$ cat src/rtl/decode_stage.sv
// ProtoCore decode stage: registered control bundle with valid/ready handshakes, flush and sticky halt.
// Optional load-use interlock and stall counter enabled by DECODE_LOAD_INTERLOCK_EN.
module decode_stage #(
  parameter int DATA_W     = 8,
  parameter int REG_ADDR_W = 4
) (
  input  logic                                   clk,
  input  logic                                   rst,
  input  logic                                   in_valid,
  output logic                                   in_ready,
  input  logic [4+3*REG_ADDR_W+DATA_W-1:0]       instruction,
  input  logic                                   flush,
  output logic                                   out_valid,
  input  logic                                   out_ready,
  output logic                                   write_alu,
  output logic                                   write_en,
  output logic                                   ram_write_en,
  output logic                                   imm_flag,
  output logic                                   is_load,
  output logic                                   is_jump,
  output logic                                   is_beq,
  output logic                                   is_bne,
  output logic                                   halt,
  output logic [2:0]                             alu_opcode,
  output logic [DATA_W-1:0]                      imm_value,
  output logic [REG_ADDR_W-1:0]                  ra_addr,
  output logic [REG_ADDR_W-1:0]                  rb_addr,
  output logic [REG_ADDR_W-1:0]                  write_addr,
  output logic                                   halted,
  output logic [15:0]                            stall_cnt
);
  localparam int INSTR_W = 4 + 3*REG_ADDR_W + DATA_W;

  typedef enum logic {RUN, HALTED} state_t;
  state_t state_reg;

  logic [3:0]            op;
  logic [REG_ADDR_W-1:0] f_ra, f_rb, f_rd;
  logic [DATA_W-1:0]     f_data;

  assign op     = instruction[INSTR_W-1 -: 4];
  assign f_ra   = instruction[DATA_W+2*REG_ADDR_W +: REG_ADDR_W];
  assign f_rb   = instruction[DATA_W+REG_ADDR_W +: REG_ADDR_W];
  assign f_rd   = instruction[DATA_W +: REG_ADDR_W];
  assign f_data = instruction[DATA_W-1:0];

  logic                  d_write_alu, d_write_en, d_ram_write_en, d_imm_flag;
  logic                  d_is_load, d_is_jump, d_is_beq, d_is_bne, d_halt;
  logic [2:0]            d_alu_opcode;
  logic [DATA_W-1:0]     d_imm_value;
  logic [REG_ADDR_W-1:0] d_ra, d_rb, d_wa;

  always_comb begin
    d_write_alu    = 1'b0;
    d_write_en     = 1'b0;
    d_ram_write_en = 1'b0;
    d_imm_flag     = 1'b0;
    d_is_load      = 1'b0;
    d_is_jump      = 1'b0;
    d_is_beq       = 1'b0;
    d_is_bne       = 1'b0;
    d_halt         = 1'b0;
    d_alu_opcode   = 3'd0;
    d_imm_value    = '0;
    d_ra           = '0;
    d_rb           = '0;
    d_wa           = '0;
    case (op)
      4'h0, 4'h1, 4'h2, 4'h3, 4'h4: begin
        d_write_alu  = 1'b1;
        d_write_en   = 1'b1;
        d_alu_opcode = op[2:0];
        d_ra         = f_ra;
        d_rb         = f_rb;
        d_wa         = f_rd;
      end
      4'h5, 4'h6, 4'h7: begin
        d_write_alu  = 1'b1;
        d_write_en   = 1'b1;
        d_alu_opcode = op[2:0];
        d_ra         = f_ra;
        d_wa         = f_rd;
      end
      4'h8, 4'h9: begin
        // immediate ALU ops take their destination from the rb field
        d_write_alu  = 1'b1;
        d_write_en   = 1'b1;
        d_imm_flag   = 1'b1;
        d_alu_opcode = {2'b00, op[0]};
        d_ra         = f_ra;
        d_wa         = f_rb;
        d_imm_value  = f_data;
      end
      4'hA: begin
        d_write_en  = 1'b1;
        d_is_load   = 1'b1;
        d_imm_flag  = 1'b1;
        d_ra        = f_ra;
        d_wa        = f_rd;
        d_imm_value = f_data;
      end
      4'hB: begin
        d_ram_write_en = 1'b1;
        d_imm_flag     = 1'b1;
        d_ra           = f_ra;
        d_rb           = f_rb;
        d_imm_value    = f_data;
      end
      4'hC, 4'hD: begin
        d_is_beq     = (op == 4'hC);
        d_is_bne     = (op == 4'hD);
        d_alu_opcode = 3'd1;
        d_ra         = f_ra;
        d_rb         = f_rb;
        d_imm_value  = f_data;
      end
      4'hE: begin
        d_is_jump   = 1'b1;
        d_ra        = f_ra;
        d_imm_value = f_data;
      end
      default: begin
        d_halt      = 1'b1;
        d_imm_value = f_data;
      end
    endcase
  end

  logic hazard, accept;

`ifdef DECODE_LOAD_INTERLOCK_EN
  logic reads_ra, reads_rb;
  assign reads_ra = (op != 4'hF);
  assign reads_rb = (op <= 4'h4) || (op == 4'hB) || (op == 4'hC) || (op == 4'hD);
  assign hazard   = in_valid && out_valid && is_load &&
                    ((reads_ra && (f_ra == write_addr)) || (reads_rb && (f_rb == write_addr)));
`else
  assign hazard = 1'b0;
`endif

  assign in_ready = !flush && (state_reg == RUN) && !hazard && (!out_valid || out_ready);
  assign accept   = in_valid && in_ready;
  assign halted   = (state_reg == HALTED);

  always_ff @(posedge clk) begin
    if (rst) begin
      state_reg    <= RUN;
      out_valid    <= 1'b0;
      write_alu    <= 1'b0;
      write_en     <= 1'b0;
      ram_write_en <= 1'b0;
      imm_flag     <= 1'b0;
      is_load      <= 1'b0;
      is_jump      <= 1'b0;
      is_beq       <= 1'b0;
      is_bne       <= 1'b0;
      halt         <= 1'b0;
      alu_opcode   <= 3'd0;
      imm_value    <= '0;
      ra_addr      <= '0;
      rb_addr      <= '0;
      write_addr   <= '0;
    end else if (flush) begin
      out_valid <= 1'b0;
      state_reg <= RUN;
    end else if (accept) begin
      out_valid    <= 1'b1;
      write_alu    <= d_write_alu;
      write_en     <= d_write_en;
      ram_write_en <= d_ram_write_en;
      imm_flag     <= d_imm_flag;
      is_load      <= d_is_load;
      is_jump      <= d_is_jump;
      is_beq       <= d_is_beq;
      is_bne       <= d_is_bne;
      halt         <= d_halt;
      alu_opcode   <= d_alu_opcode;
      imm_value    <= d_imm_value;
      ra_addr      <= d_ra;
      rb_addr      <= d_rb;
      write_addr   <= d_wa;
      if (d_halt) state_reg <= HALTED;
    end else if (out_valid && out_ready) begin
      out_valid <= 1'b0;
    end
  end

`ifdef DECODE_LOAD_INTERLOCK_EN
  always_ff @(posedge clk) begin
    if (rst) begin
      stall_cnt <= 16'd0;
    end else if (hazard && (state_reg == RUN) && !flush && (stall_cnt != 16'hFFFF)) begin
      stall_cnt <= stall_cnt + 16'd1;
    end
  end
`else
  assign stall_cnt = 16'd0;
`endif

endmodule
$ cat config.mk
export PLATFORM = sky130hd
export DESIGN_NAME = decode_stage
export DESIGN_NICKNAME = d
export VERILOG_FILES = /design/src/rtl/decode_stage.sv
export SDC_FILE = /design/constraint.sdc
export NUM_CORES = 1
export LEC_CHECK = 0
export ABC_AREA = 1
export ABC_CLOCK_PERIOD_IN_PS = 1000
export CAP_MARGIN = 15
export CORE_UTILIZATION = 35
export CTS_CLUSTER_DIAMETER = 50
export DETAILED_ROUTE_END_ITERATION = 12
export GPL_TIMING_DRIVEN = 0
export PLACE_DENSITY = 0.76
export SYNTH_ARGS = -nofsm -noshare
export SYNTH_HDL_FRONTEND = slang
export SYNTH_SLANG_ARGS = --single-unit
$ cat constraint.sdc
create_clock -name clk -period 1 [get_ports clk]
set_input_delay 0.2 -clock clk [delete_from_list [all_inputs] [get_ports clk]]
set_output_delay 0.2 -clock clk [all_outputs]
set_load 0.005 [all_outputs]
==> results of run 1 <==
[worst max-delay path, stage by stage, from the launching register on]
cell and delay [ns]:
dfxtp_2 0.34, nor2_4 0.09, buf_6 0.10, nand3_4 0.12
inv_6 0.12, buf_6 0.13, nand3_2 0.09, a21oi_2 0.14
[cells in the mapped netlist, drive strengths merged]
library cell,n
clkbuf,3
nor2,10
conb,1
or2,1
nand3,23
dfxtp,34
buf,23
o22ai,1
o21ai,10
inv,12
nand2,42
a21oi,37
[final cells by class]
class	instances	share of cell area
inverter	12	0.02064
buffer	26	0.08824
tap	50	0.02580
multi-input combinational	140	0.3008
clock buffer	5	0.02838
sequential	34	0.2982
timing repair buffer	74	0.2322
timing repair inverter	1	0.001548
clock inverter	2	0.004128
[kinds of logic after synthesis]
family,synth area share
flip-flops,0.4537
other,0.002500
AO/OA/AOI/OAI,0.1610
AND/OR/NAND/NOR,0.2277
buffers and inverters,0.1551
[metrics by stage]
stage                     hold WS (ns)  cells
final                           0.3051    344
after detailed placement        0.4554    324
after global placement          0.4506    324
after CTS                       0.3059    344
after global routing            0.3441    344
after floorplan                 0.3427    212
[layout by cell type, fill, tap and decap left out, drive strengths merged]
cell / instances
a21oi: 37
buf: 69
clkbuf: 9
clkdlybuf4s50: 21
clkinv: 2
conb: 16
dfxtp: 34
dlygate4sd2: 5
dlymetal6s2s: 1
inv: 13
nand2: 42
nand3: 23
nor2: 10
o21ai: 10
o22ai: 1
or2: 1
[power groups by stage]
stage | Clock, mW | Sequential (mW) | Combinational (mW)
after global routing | 1.03 | 1.45 | 0.607
after floorplan | 0 | 1.47 | 0.248
after detailed placement | 0 | 1.47 | 0.530
after CTS | 0.960 | 1.45 | 0.539
final | 0.941 | 1.45 | 0.554
after global placement | 0 | 1.47 | 0.525
[worst paths after layout]
kind / start / to / slack (ns) / cells after the start
setup / recovery: halted / rb_addr[0] / -0.21 / 7
hold reg to reg: rb_addr[1] / rb_addr[1] / 0.46 / 2
setup reg to reg: halted / rb_addr[0] / -0.21 / 7
hold / removal: rst / imm_value[1] / 0.31 / 2
[layer usage]
layer	global-route usage	up-vias	routed length [um]
met5	0	-	0
met4	0.09574	0	82
met3	0.05236	7	257
met2	0.3379	56	2171
met1	0.2152	706	1739
li1	-	808	-
[sequential cells by signal (all words and copies together) (netlist names)]
signal        count
alu_opcode        3
is_jump           1
ram_write_en      1
out_valid         1
ra_addr           4
halt              1
write_en          1
write_addr        4
write_alu         1
is_bne            1
halted            1
imm_flag          1
imm_value         8
is_beq            1
rb_addr           4
is_load           1
[repair_timing]
action,in CTS,in global routing
gates resized for setup,203,21
pin swaps,4,8
cloned,2,0
setup buffers,11,2
setup endpoints to repair,69,40
==> results.py, run 1 <==
metrics = {
    "routing": {
        "drtIter0Drc": 44,
        "drc": 0,
        "avgViaCountPerCell": 4.584,
        "ant_nets": 0,
        "post_drt_wl_per_cell_um": 12.36,
        "wl_mm": 4.251,
        "drtPass1Iterations": 4,
        "vias": 1577,
    },
    "placement": {
        "portBuffers": 62,
        "pre_cts_ws_ns": -0.6022,
        "place.detailed.hpwl_mm": 2.933,
        "gp_congestion": 0.8013,
        "placed_area_um2": 2245,
    },
    "cts": {
        "tritoncts": "done",
        "cts.sinks": 34,
        "cts_buffer_depth": 2,
        "cts_buffers": 5,
        "path_clk_slew_ns": 0.07,
        "holdBufCountCts": 0,
        "cts_root_buf": "clkbuf_8",
        "clock_latency_ns": 0.28,
        "cts_max_level": 2,
    },
    "global_route": {
        "grt_pass1_vias": 1426,
        "grt_antenna_before_repair": 0,
        "grt_pass1_wl_mm": 6.375,
        "grt_overflow": 0,
        "gr-usage-all-layers": 0.1942,
        "grt_max_degree": 11,
    },
    "sta": {
        "setup_ws_ns": -0.2066,
        "period_minus_slack_ns": 1.207,
        "max_slew_margin": 0.6180,
        "tns_ns": -5.559,
        "tightest_slew_ns": 0.5730,
        "fmax_mhz": 828.7,
        "slew_violations": 0,
        "post-route-period-util": 1.207,
        "setup_violations": 37,
        "rsz0062_at_grt": "yes",
        "hold_viol": 0,
        "finClkSkew_ns": 0.007145,
    },
    "floorplan": {
        "start_util": 0.3697,
        "die_w_um": 67.47,
        "core_um2": 4058,
        "die_area_um2": 4552,
        "ios": 80,
        "rows": 23,
        "die_y_um": 67.47,
    },
    "pwr": {
        "total_power_mw": 2.941,
        "p_int_mw": 2.172,
        "vdd_drop_max_v": 0.0006592,
        "clockPowerShare": 0.320,
        "seq_power_share": 0.492,
        "swShare": 0.2613,
        "p_sw_mw": 0.7684,
        "leakage_nw": 1.127,
        "comb_power_share": 0.188,
        "pwr_density_cell_nw_per_um2": 1213,
    },
    "cells_and_area": {
        "fillers": 389,
        "nNetsFinal": 323,
        "multi_input_area_um2": 729.5,
        "diodes": 0,
        "final_core_util": 0.5976,
        "drive_gt1_frac": 0.4830,
        "ff_latch_area_um2": 723.2,
        "syn_to_final_growth_pct": 61.63,
        "postLayoutCellArea_um2": 2425,
    },
    "min_path": {
        "holdCritPathClass": "primary input to register",
    },
    "logic_synthesis": {
        "ys_types": 21,
        "synth_top_area_share": 0.4537,
        "synth_area_um2": 1500,
        "synth_seq_cells": 34,
        "yosys_warnings": 0,
        "postSynthAreaPerCell_um2": 7.615,
        "synth_largest_area_cell": "dfxtp_1",
        "yosysSeqAreaShare": 0.4537,
        "synth.top_cells.by_area": "dfxtp_1 (45%), a21oi_1 (12%), nand2_1 (10%)",
        "synth_cells": 197,
    },
    "run_status": {
        "violations": "negative setup slack",
        "outcome": "complete, but fails checks",
    },
    "worst_setup_path": {
        "cp-end-kind": "register",
        "required_ns": 1.21,
        "start_kind": "register",
        "cp_max_fo": 5,
        "critical_path_class": "register to register",
        "crit_arrival_ns": 1.42,
    },
    "job": {
        "maxCapViolCount": 0,
    },
}
Note: power is estimated with default switching activity, not from simulation.
==> run 2, diff against run 1 <==
Settings changed: SKIP_LAST_GASP set to 1.
==> results.py, run 2 (synthesized netlist as in run 1, its figures left out) <==
metrics = {
    "cells_and_area": {
        "diodes": 0,
        "drive_gt1_frac": 0.4712,
        "largest_register_ffs": 8,
        "postLayoutCellArea_um2": 2430,
        "nNetsFinal": 324,
        "layout_commonest_cell": "nand2_1",
        "syn_to_final_growth_pct": 61.97,
        "mostFrequentLayoutCells": "nand2_1 (39), dfxtp_2 (33), buf_2 (31), a21oi_1 (28), buf_4 (25)",
        "top_register": "imm_value",
        "fillers": 382,
    },
    "sta": {
        "setup_ws_ns": -0.1985,
        "tns_ns": -5.601,
        "period_minus_slack_ns": 1.199,
        "post-route-period-util": 1.199,
        "slew_violations": 0,
        "finClkSkew_ns": 0.006776,
        "rsz0062_at_grt": "yes",
        "fmax_mhz": 834.4,
        "setup_violations": 38,
        "hold_viol": 0,
        "tightest_slew_ns": 0.5135,
        "max_slew_margin": 0.6576,
    },
    "pwr": {
        "total_power_mw": 2.943,
        "vdd_drop_max_v": 0.0006592,
        "leakage_nw": 1.138,
        "pwr_density_cell_nw_per_um2": 1211,
    },
    "global_route": {
        "gr-usage-all-layers": 0.1953,
        "grt_pass1_vias": 1430,
        "grt_max_degree": 11,
        "grt_antenna_before_repair": 0,
        "grt_pass1_wl_mm": 6.410,
        "grt_overflow": 0,
    },
    "placement": {
        "pre_cts_ws_ns": -0.6022,
        "portBuffers": 62,
        "place.detailed.hpwl_mm": 2.933,
        "placed_area_um2": 2245,
        "gp_congestion": 0.8013,
    },
    "run_status": {
        "outcome": "complete, but fails checks",
        "violations": "negative setup slack",
    },
    "routing": {
        "avgViaCountPerCell": 4.522,
        "drc": 0,
        "drtPass1Iterations": 4,
        "wl_met1_mm": 1.770,
        "drtIter0Drc": 58,
        "ant_nets": 0,
        "wl_mm": 4.229,
        "vias": 1560,
        "wl_met3_um": 235,
        "post_drt_wl_per_cell_um": 12.26,
        "met2_length_mm": 2.145,
        "dr.max_layer_used": "met4",
    },
    "worst_setup_path": {
        "crit_slowest_cell": "dfxtp_2",
        "max_stage_delay_ns": 0.34,
        "required_ns": 1.21,
        "crit_arrival_ns": 1.41,
        "start_kind": "register",
        "critical_path_class": "register to register",
        "cp_max_fo": 5,
        "cp-end-kind": "register",
        "path_common_cell": "buf_6",
        "cp_cell_sequence": "nor2_4 > buf_6 > nand3_4 > inv_6 > buf_6 > nand3_2 > a21oi_2",
    },
    "floorplan": {
        "core_um2": 4058,
        "die_y_um": 67.47,
        "die_area_um2": 4552,
        "start_util": 0.3697,
        "ios": 80,
        "rows": 23,
        "die_w_um": 67.47,
    },
    "cts": {
        "cts_root_buf": "clkbuf_8",
        "cts_max_level": 2,
        "clock_latency_ns": 0.28,
        "path_clk_slew_ns": 0.07,
        "holdBufCountCts": 0,
        "cts_buffers": 5,
        "cts.sinks": 34,
        "cts_buffer_depth": 2,
        "tritoncts": "done",
    },
    "job": {
        "maxCapViolCount": 0,
    },
    "min_path": {
        "holdCritPathClass": "primary input to register",
    },
}
[run 2: cell count changes in the layout (fill, tap and decap cells not counted)]
cell / change
a21oi_1: +3
a21oi_2: -3
buf_2: -1
buf_4: +1
clkdlybuf4s15_2: +1
dfxtp_1: +1
dfxtp_2: -1
dlygate4sd2_1: -1
dlymetal6s2s_1: +1
o21ai_0: +1
o21ai_1: -1
[run 2: worst max-delay path: cells and delay by family (launching register included)]
kind / cells / cell delay [ns]
and+or+nand+nor: 3 / 0.30
DFF: 1 / 0.34
buffers and inverters: 3 / 0.35
AOI/OAI and AO/OA: 1 / 0.14
[run 2: where the power goes]
group          total, mW  internal (mW)  leakage (nW)  switching, mW
registers           1.45           1.42         0.292         0.0269
clock network      0.942          0.466        0.0438          0.476
logic              0.555          0.290         0.803          0.265
[run 2: cell type report]
| type | instances | area [um2] | share of cell area |
|---|---|---|---|
| Timing Repair inverter | 1 | 3.754 | 0.001545 |
| Clock inverter | 2 | 10.01 | 0.004119 |
| Tap cell | 50 | 62.56 | 0.02575 |
| Timing Repair Buffer | 75 | 580.6 | 0.2389 |
| Clock buffer | 5 | 68.82 | 0.02832 |
| Buffer | 26 | 214.0 | 0.08805 |
| Sequential cell | 34 | 721.9 | 0.2971 |
| Inverter | 12 | 50.05 | 0.02060 |
| Multi-Input combinational cell | 140 | 718.2 | 0.2956 |
[run 2: path summary, 6_finish.rpt]
check        slack [ns]  startpoint            to  depth (start not counted)
max               -0.20      halted    rb_addr[0]                          7
min                0.31         rst  imm_value[1]                          2
max reg2reg       -0.20      halted    rb_addr[0]                          7
min reg2reg        0.46  rb_addr[1]    rb_addr[1]                          2
[run 2: repair_timing]
item / 4_1_cts / 5_1_grt
gates cloned: 2 / 0
endpoints found under the setup margin: 69 / 41
pin swaps: 3 / 8
gates resized for setup: 197 / 20
buffers inserted: 11 / 2
[run 2: stage by stage]
step,hold slack [ns],instances,util
CTS,0.3059,344,0.5880
finish,0.3081,345,0.5988
global route,0.3411,345,0.5988
global placement,0.4506,324,0.5532
floorplan,0.3427,212,-
detailed placement,0.4554,324,0.5532
[run 2: metal layers]
layer,up-vias,track usage
li1,811,-
met1,695,0.2173
met2,47,0.3366
met3,7,0.05405
met4,0,0.09840
met5,-,0
